`config.mk`:
```
export PLATFORM = sky130hd
export DESIGN_NAME = mvau_act_sched
export DESIGN_NICKNAME = d
export VERILOG_FILES = /design/src/rtl/mvau_defn.sv /design/src/rtl/mvau_act_buf.sv /design/src/rtl/mvau_act_sched.sv
export SDC_FILE = /design/constraint.sdc
export NUM_CORES = 1
export LEC_CHECK = 0
export ABC_AREA = 0
export ABC_CLOCK_PERIOD_IN_PS = 1700
export CORE_MARGIN = 8
export CORE_UTILIZATION = 54
export CTS_CLUSTER_DIAMETER = 30
export CTS_CLUSTER_SIZE = 12
export DETAILED_ROUTE_END_ITERATION = 8
export PLACE_DENSITY = 0.84
export SYNTH_ARGS = -nofsm -noshare
export SYNTH_HDL_FRONTEND = slang
export SYNTH_SLANG_ARGS = --single-unit
```
`constraint.sdc`:
```
create_clock -name clk -period 1.7 [get_ports clk]
set_input_delay 0.34 -clock clk [delete_from_list [all_inputs] [get_ports clk]]
set_output_delay 0.34 -clock clk [all_outputs]
set_load 0.02 [all_outputs]
```
`src/rtl/mvau_defn.sv`:
```
// Shared definitions for the MVAU activation scheduler: default geometry,
// scheduler state type and address-width helpers.
package mvau_defn;

  // Default layer geometry; SF and NF are derived from the matrix shape.
  localparam int TSRC_I   = 1;
  localparam int SIMD     = 8;
  localparam int PE       = 4;
  localparam int MATRIX_W = 32;
  localparam int MATRIX_H = 12;

  localparam int TI_DEF = TSRC_I * SIMD;
  localparam int SF_DEF = MATRIX_W / SIMD;
  localparam int NF_DEF = MATRIX_H / PE;

  // FILL takes words from the input stream, REPLAY re-reads the buffer.
  typedef enum logic {
    FILL   = 1'b0,
    REPLAY = 1'b1
  } sched_state_e;

  // Counter width able to index n entries, never narrower than one bit.
  function automatic int clog2_min1(input int n);
    return (n <= 2) ? 1 : $clog2(n);
  endfunction

  // Weight memory address width for SF*NF weight words per vector.
  function automatic int wmem_addr_bw(input int sf, input int nf);
    return clog2_min1(sf * nf);
  endfunction

endpackage

```
`src/rtl/mvau_act_buf.sv`:
```
// SF-deep activation buffer: one synchronous write port, one combinational
// read port, no reset, so it maps onto distributed RAM.
module mvau_act_buf
  import mvau_defn::*;
#(
  parameter int TI = TI_DEF,
  parameter int SF = SF_DEF,
  parameter int AW = clog2_min1(SF)
) (
  input  logic          clk,
  input  logic          we,
  input  logic [AW-1:0] waddr,
  input  logic [TI-1:0] wdata,
  input  logic [AW-1:0] raddr,
  output logic [TI-1:0] rdata
);

  logic [TI-1:0] mem [SF];

  // Store one activation word per accepted input beat.
  always_ff @(posedge clk) begin
    if (we) mem[waddr] <= wdata;
  end

  assign rdata = mem[raddr];

endmodule

```
`src/rtl/mvau_act_sched.sv`:
```
// Activation scheduler and weight-address sequencer. One input vector
// (SF words) is captured while it streams through, then replayed from the
// local buffer for the remaining NF-1 PE folds. wmem_addr leads act_out by
// one cycle so a registered weight memory lines up with the activation.
//
// Handshake: an input word transfers on a rising edge where in_v and in_rdy
// are both high; in_rdy depends only on state and out_rdy. out_rdy low stops
// new issues at the next edge, while up to two beats already in the
// pipeline still emerge, so the consumer needs two entries of skid.
module mvau_act_sched
  import mvau_defn::*;
#(
  parameter int TI           = TI_DEF,
  parameter int SF           = SF_DEF,
  parameter int NF           = NF_DEF,
  parameter int WMEM_ADDR_BW = wmem_addr_bw(SF, NF)
) (
  input  logic                    clk,
  input  logic                    rst_n,
  input  logic [TI-1:0]           in,
  input  logic                    in_v,
  output logic                    in_rdy,
  input  logic                    out_rdy,
  output logic [WMEM_ADDR_BW-1:0] wmem_addr,
  output logic                    addr_v,
  output logic [TI-1:0]           act_out,
  output logic                    act_v,
  output logic                    act_last,
  output logic                    vec_done,
  output logic                    busy
);

  localparam int SFW = clog2_min1(SF);
  localparam int NFW = clog2_min1(NF);
  localparam logic [SFW-1:0]          SF_LAST   = SFW'(SF - 1);
  localparam logic [NFW-1:0]          NF_LAST   = NFW'(NF - 1);
  localparam logic [WMEM_ADDR_BW-1:0] ADDR_LAST = WMEM_ADDR_BW'(SF * NF - 1);

  sched_state_e            state;
  logic [SFW-1:0]          sf_cnt;
  logic [NFW-1:0]          nf_cnt;
  logic [WMEM_ADDR_BW-1:0] addr_cnt;
  logic                    issue;
  logic                    sf_wrap;
  logic                    nf_wrap;
  logic                    buf_we;
  logic [TI-1:0]           buf_rd;
  logic [TI-1:0]           data_s1;
  logic                    last_s1;
  logic                    done_s1;

  assign in_rdy  = (state == FILL) & out_rdy;
  assign issue   = (state == FILL) ? (in_v & in_rdy) : out_rdy;
  assign sf_wrap = (sf_cnt == SF_LAST);
  assign nf_wrap = (nf_cnt == NF_LAST);
  assign buf_we  = issue & (state == FILL);

  mvau_act_buf #(
    .TI (TI),
    .SF (SF),
    .AW (SFW)
  ) u_buf (
    .clk   (clk),
    .we    (buf_we),
    .waddr (sf_cnt),
    .wdata (in),
    .raddr (sf_cnt),
    .rdata (buf_rd)
  );

  // Fold counters, flat weight address counter and FILL/REPLAY state.
  always_ff @(posedge clk or negedge rst_n) begin
    if (!rst_n) begin
      state    <= FILL;
      busy     <= 1'b0;
      sf_cnt   <= '0;
      nf_cnt   <= '0;
      addr_cnt <= '0;
    end else if (issue) begin
      sf_cnt   <= sf_wrap ? '0 : sf_cnt + SFW'(1);
      addr_cnt <= (addr_cnt == ADDR_LAST) ? '0 : addr_cnt + WMEM_ADDR_BW'(1);
      if (sf_wrap) nf_cnt <= nf_wrap ? '0 : nf_cnt + NFW'(1);
      if (state == FILL && sf_wrap && NF > 1) begin
        state <= REPLAY;
        busy  <= 1'b1;
      end else if (state == REPLAY && sf_wrap && nf_wrap) begin
        state <= FILL;
        busy  <= 1'b0;
      end
    end
  end

  // Stage 1: weight address plus the activation word and its fold flags.
  always_ff @(posedge clk or negedge rst_n) begin
    if (!rst_n) begin
      addr_v    <= 1'b0;
      wmem_addr <= '0;
      data_s1   <= '0;
      last_s1   <= 1'b0;
      done_s1   <= 1'b0;
    end else if (issue) begin
      addr_v    <= 1'b1;
      wmem_addr <= addr_cnt;
      data_s1   <= (state == FILL) ? in : buf_rd;
      last_s1   <= sf_wrap;
      done_s1   <= sf_wrap & nf_wrap;
    end else begin
      addr_v <= 1'b0;
    end
  end

  // Stage 2: activation beat, aligned with the weight memory read data.
  always_ff @(posedge clk or negedge rst_n) begin
    if (!rst_n) begin
      act_out  <= '0;
      act_v    <= 1'b0;
      act_last <= 1'b0;
      vec_done <= 1'b0;
    end else begin
      act_out  <= data_s1;
      act_v    <= addr_v;
      act_last <= last_s1 & addr_v;
      vec_done <= done_s1 & addr_v;
    end
  end

endmodule

```
; After elaboration in Yosys (flattened, before gate mapping)
; Memories as Yosys holds them, arrays and structs flattened. A register that Yosys moved wholly into a read port is not among the register bits.
; Cells that the tools add are included.
[op_classes]
magnitude_cmp = 0
n_eq_ne = 3
reduce_logical = 7
n_mux = 9
n_div = 0
bitwise = 7
shift = 0
add_sub_neg = 3
multipliers = 0
[ops]
columns = op, count
row1 = 1-bit bitwise AND, 6
row2 = 1-bit two-way mux, 6
row3 = "2-bit by 1-bit adder with 2-bit output, second input constant", 2
row4 = "4-bit by 1-bit adder with 4-bit output, second input constant", 1
row5 = "2-bit equality test, second input constant", 2
row6 = "4-bit equality test, second input constant", 1
row7 = 2-bit two-way mux, 2
row8 = 4-bit two-way mux, 1
row9 = 2-bit AND reduction, 2
row10 = 1-bit logical AND, 3
row11 = 2-bit nonzero test, 1
row12 = 1-bit logical NOT, 1
row13 = 1-bit NOT, 1
[totals]
latchBits = 0
ram_bits = 32
regBits = 27
elab_cells = 42
memories = 1
in_bits = 12
romBits = 0
[mem_list]
columns = memory, words, word_bits, read_ports, rd_ports_with_merged_regs, wr, line
row1 = u_buf.mem, 4, 8, 1, 1, 1, mvau_act_buf.sv:18  ; logic [TI-1:0] mem [SF];

; Logic depth before layout (Yosys ltp)
[logic_depth]
depth_word = 7
depth_mapped = 5
depth_no_buf = 4

; Cells and area by module
; Synthesis repeated with hierarchy kept, for this count alone.
[hier_totals]
hier_cells = 162
hier_area_um2 = 2516.2
[by_module_without_submodules]
columns = mod, n_inst, area_each_um2, cells_each
row1 = mvau_act_sched, 1, 1327.5, 116
row2 = mvau_act_buf, 1, 1188.6, 46

; Least setup slack after synthesis
; Ideal clock, no wire load.
[synth_timing]
path_kind = flip-flop to flip-flop
start = reg state
end = mem u_buf.mem[0][0] (netlist bit) (enable)
slack_ps = 177
t_arrival_ps = 1191
path_buffers = 1
setup_ps = 332
stages_incl_launch_ff = 4
synth_period_minus_slack_ps = 1523
cell_sequence = dfrtp_1 > and3b_1 > buf_2 > and2_1
[synth_via]
elab_chain_len = 7
[synth_lines]
columns = item, line
row1 = "start, declared", mvau_act_sched.sv:39  ; sched_state_e state;
row2 = "start signal, assigned", mvau_act_sched.sv:74  ; state <= FILL;
row3 = "start signal, assigned", mvau_act_sched.sv:84  ; state <= REPLAY;
row4 = "start signal, assigned", mvau_act_sched.sv:87  ; state <= FILL;
row5 = 1-bit NOT, n/a
row6 = 1-bit bitwise AND, mvau_act_sched.sv:52  ; assign in_rdy = (state == FILL) & out_rdy;
row7 = 1-bit bitwise AND, mvau_act_sched.sv:53  ; assign issue = (state == FILL) ? (in_v & in_rdy) : out_rdy;
row8 = 1-bit two-way mux, mvau_act_sched.sv:53
row9 = 1-bit bitwise AND (*), mvau_act_sched.sv:56  ; assign buf_we = issue & (state == FILL);
row10 = 1-bit two-way mux (*), mvau_act_buf.sv:22  ; if (we) mem[waddr] <= wdata;
row11 = 1-bit two-way mux (not written as such) (*), mvau_act_buf.sv:22
row12 = "end, declared", mvau_act_buf.sv:18
; Mark *: on every way between the ends. The rest lies on a longest branch, timed or not.

; Worst setup path after layout
[layout_timing]
start = in out_rdy
end = out in_rdy
[layout_via]
elab_chain_len = 1
[layout_lines]
columns = item, line
row1 = "start, declared", mvau_act_sched.sv:23  ; input logic out_rdy,
row2 = 1-bit bitwise AND, mvau_act_sched.sv:52
row3 = "end, declared", mvau_act_sched.sv:22  ; output logic in_rdy,
; Every way passes these cells.

==> results.toml <==
[outcome]
status = "finished clean"

[timing]
rsz0062_at_grt = "false"
fin_crit_ns = 1.67
setup_viol = 0
hold_viol_final = 0
maxSlewHeadroom_pct = 71.0
max_clock_freq_mhz = 599
skew_ns = 0.0128
min_period_over_period_pct = 98.2
slew_viol_final = 0
worstMarginPinSlew_ns = 0.434
setup_tns_ns = 0
timing.hold.ws_ns = 0.381

[finish]
most-common-layout-cells = "dfrtp_1, nand2_1, edfxtp_1"
final_layout_size_suffix_gt1_share_pct = 22.4
fillers = 299
layout.cells.non_filler = 282
fin_util_pct = 71.0
final_common_cell = "dfrtp_1"
nets = 240
insertedDiodeCount = 0
syn2layout_area_growth_pct = 28.6

[drt]
drc = 0
dr.pass1.iters = 4
wl_um = 5040
ant_nets = 0
avgRoutedWirePerCell_um = 17.9
viasPerCell = 5.53
vias = 1559
drtIter0Drc = 165

[worst_setup_path]
critPathArrivalTime_ns = 1.33
crit_fanout = 2
cp_top_family = "buffers and inverters"
cp-end-kind = "primary output"
path_buf_inv = 2
slowest_stage = "clkdlybuf4s50_1"
cp_cell_sequence = "clkdlybuf4s50_1 > nor2b_1 > clkdlybuf4s15_2"
start_kind = "input port"
critPathMaxStageDelay_ns = 0.47
worstSetupPathType = "input port to primary output"
cp.required_ns = 1.36

[place]
dp_hpwl_um = 3500
dp_cells = 266
port_buffers = 29
gp_congestion = 0.798

[clock_tree]
clkSinkCount = 67
root_buffer = "clkbuf_8"
postCtsSetupRepairBufs = 0
clock_latency_ns = 0.34
cts_buffers = 9
hold_buffers = 0
cts_tree = "built"
clockBufferDepth = 2
cts_max_level = 3
path_clk_slew_ns = 0.06

[grt]
grt_max_degree = 36
grt_pass1_vias = 1694
grt_usage_pct = 15.6
antenna_found_initial = 0
grt-ovfl-total = 0
grt_first_pass_wirelength_um = 8350

[logic_synthesis]
syn_area_um2 = 2560
syn_avg_cell_area_um2 = 15.3
synth_warnings = 0
synth_seq_cells = 67
yosysUniqueCellTypes = 28
seq_area_frac_synth_pct = 71.9
synth_nets = 184
syn_inst = 167

[power]
peakVddDrop_mv = 1.26
cellLeakagePower_nw = 1.39
p_per_area_nw_per_um2 = 1670
p_total_mw = 5.49

[die]
start_util_pct = 55.2
die_area_um2 = 7190
dieWidth_um = 84.8
chipHeight_um = 84.8
ios = 30
rows = 25
core_area_um2 = 4630

[min_path]
hold_class = "register to register"

[run]
max_cap_violations = 0
## final cells by class
class / count / area (um2) / share of cell area (%)
sequential: 67 / 1840 / 55.9
inverter: 3 / 11.3 / 0.343
tap: 54 / 67.6 / 2.06
timing repair buffer: 52 / 503 / 15.3
clock inverter: 5 / 77.6 / 2.36
multi-input combinational: 90 / 658 / 20.0
clock buffer: 11 / 131 / 4.00
## metrics by stage
stage                     worst slack (ns)  instance area (um2)
final                               0.0307                 3290
after global routing              0.000690                 3290
after CTS                           0.0190                 3280
after detailed placement            -0.329                 3070
after global placement              -0.343                 3070
after floorplan                      0.177                 2560
## registers in the layout, indices dropped and copies added (netlist names), 2 cells and up
signal and count:
u_buf.mem 32, act_out 8, data_s1 8, addr_cnt 4
wmem_addr 4, nf_cnt 2, sf_cnt 2
## synth_stat cells
| cell type | number | area (um2) |
|---|---|---|
| a21bo_2 | 1 | 10.0 |
| a21o_1 | 2 | 15.0 |
| a22o_1 | 1 | 8.76 |
| a22oi_1 | 8 | 60.1 |
| and2_1 | 6 | 37.5 |
| and3b_1 | 1 | 8.76 |
| buf_2 | 4 | 20.0 |
| buf_4 | 1 | 7.51 |
| buf_6 | 2 | 22.5 |
| dfrtp_1 | 35 | 876 |
| edfxtp_1 | 32 | 961 |
| ha_1 | 5 | 62.6 |
| inv_1 | 2 | 7.51 |
| inv_2 | 1 | 3.75 |
| mux2_1 | 1 | 11.3 |
| mux4_2 | 8 | 180 |
| nand2_1 | 32 | 120 |
| nand3_1 | 9 | 45.0 |
| nand3b_1 | 1 | 7.51 |
| nand4b_1 | 2 | 17.5 |
| nor2_1 | 1 | 3.75 |
| nor2b_1 | 1 | 6.26 |
| nor3_1 | 1 | 5.00 |
| o211ai_1 | 1 | 7.51 |
| o21ai_0 | 5 | 25.0 |
| o21ai_1 | 2 | 10.0 |
| o21ai_2 | 1 | 8.76 |
| or3_2 | 1 | 7.51 |
## worst paths after layout
path | to | startpoint | cells past startpoint | slack [ns]
max | in_rdy | out_rdy | 3 | 0.03
min | act_out[0]$_DFF_PN0_ | data_s1[0]$_DFFE_PN0N_ | 0 | 0.38
max reg2reg | u_buf.mem[3][2]$_DFFE_PP_ | state$_DFFE_PN0P_ | 4 | 0.14
min reg2reg | act_out[0]$_DFF_PN0_ | data_s1[0]$_DFFE_PN0N_ | 0 | 0.38
max in group asynchronous | sf_cnt[0]$_DFFE_PN0N_ | rst_n | 2 | 0.96
min in group asynchronous | act_out[6]$_DFF_PN0_ | rst_n | 2 | 0.41
## layer usage
layer / share of wire, % / wire length, um / vias up / global-route usage, %
li1: - / - / 726 / -
met1: 41 / 2080 / 762 / 17.2
met2: 49 / 2490 / 53 / 25.3
met3: 5.9 / 299 / 18 / 4.78
met4: 3.3 / 167 / 0 / 10.5
met5: 0 / 0 / - / 0
## worst register-to-register path: stages (launching register included)
cell	delay, ns
dfrtp_1	0.41
buf_12	0.15
and3b_1	0.33
and2_1	0.24
buf_12	0.15
## power breakdown
| group | switching, mW | internal [mW] |
|---|---|---|
| combinational | 0.784 | 0.870 |
| sequential | 0.311 | 2.12 |
| clock | 0.585 | 0.822 |
## repair_timing
action / CTS / global route
endpoints found under the setup margin: 2 / 5
resized for setup: 4 / 2
endpoints found under the hold margin: 0 / 0
## cell families (layout without fill, tap and decap cells)
logic type	count (synthesis)	in the layout	synth area share, %
AOI/OAI and AO/OA	21	21	5.68
adders and majority gates	5	5	2.45
and+or+nand+nor	55	55	10.1
DFF	67	67	71.9
muxes	9	9	7.49
buffers and inverters	10	71	2.40
Note: power is estimated with default switching activity, not from simulation.
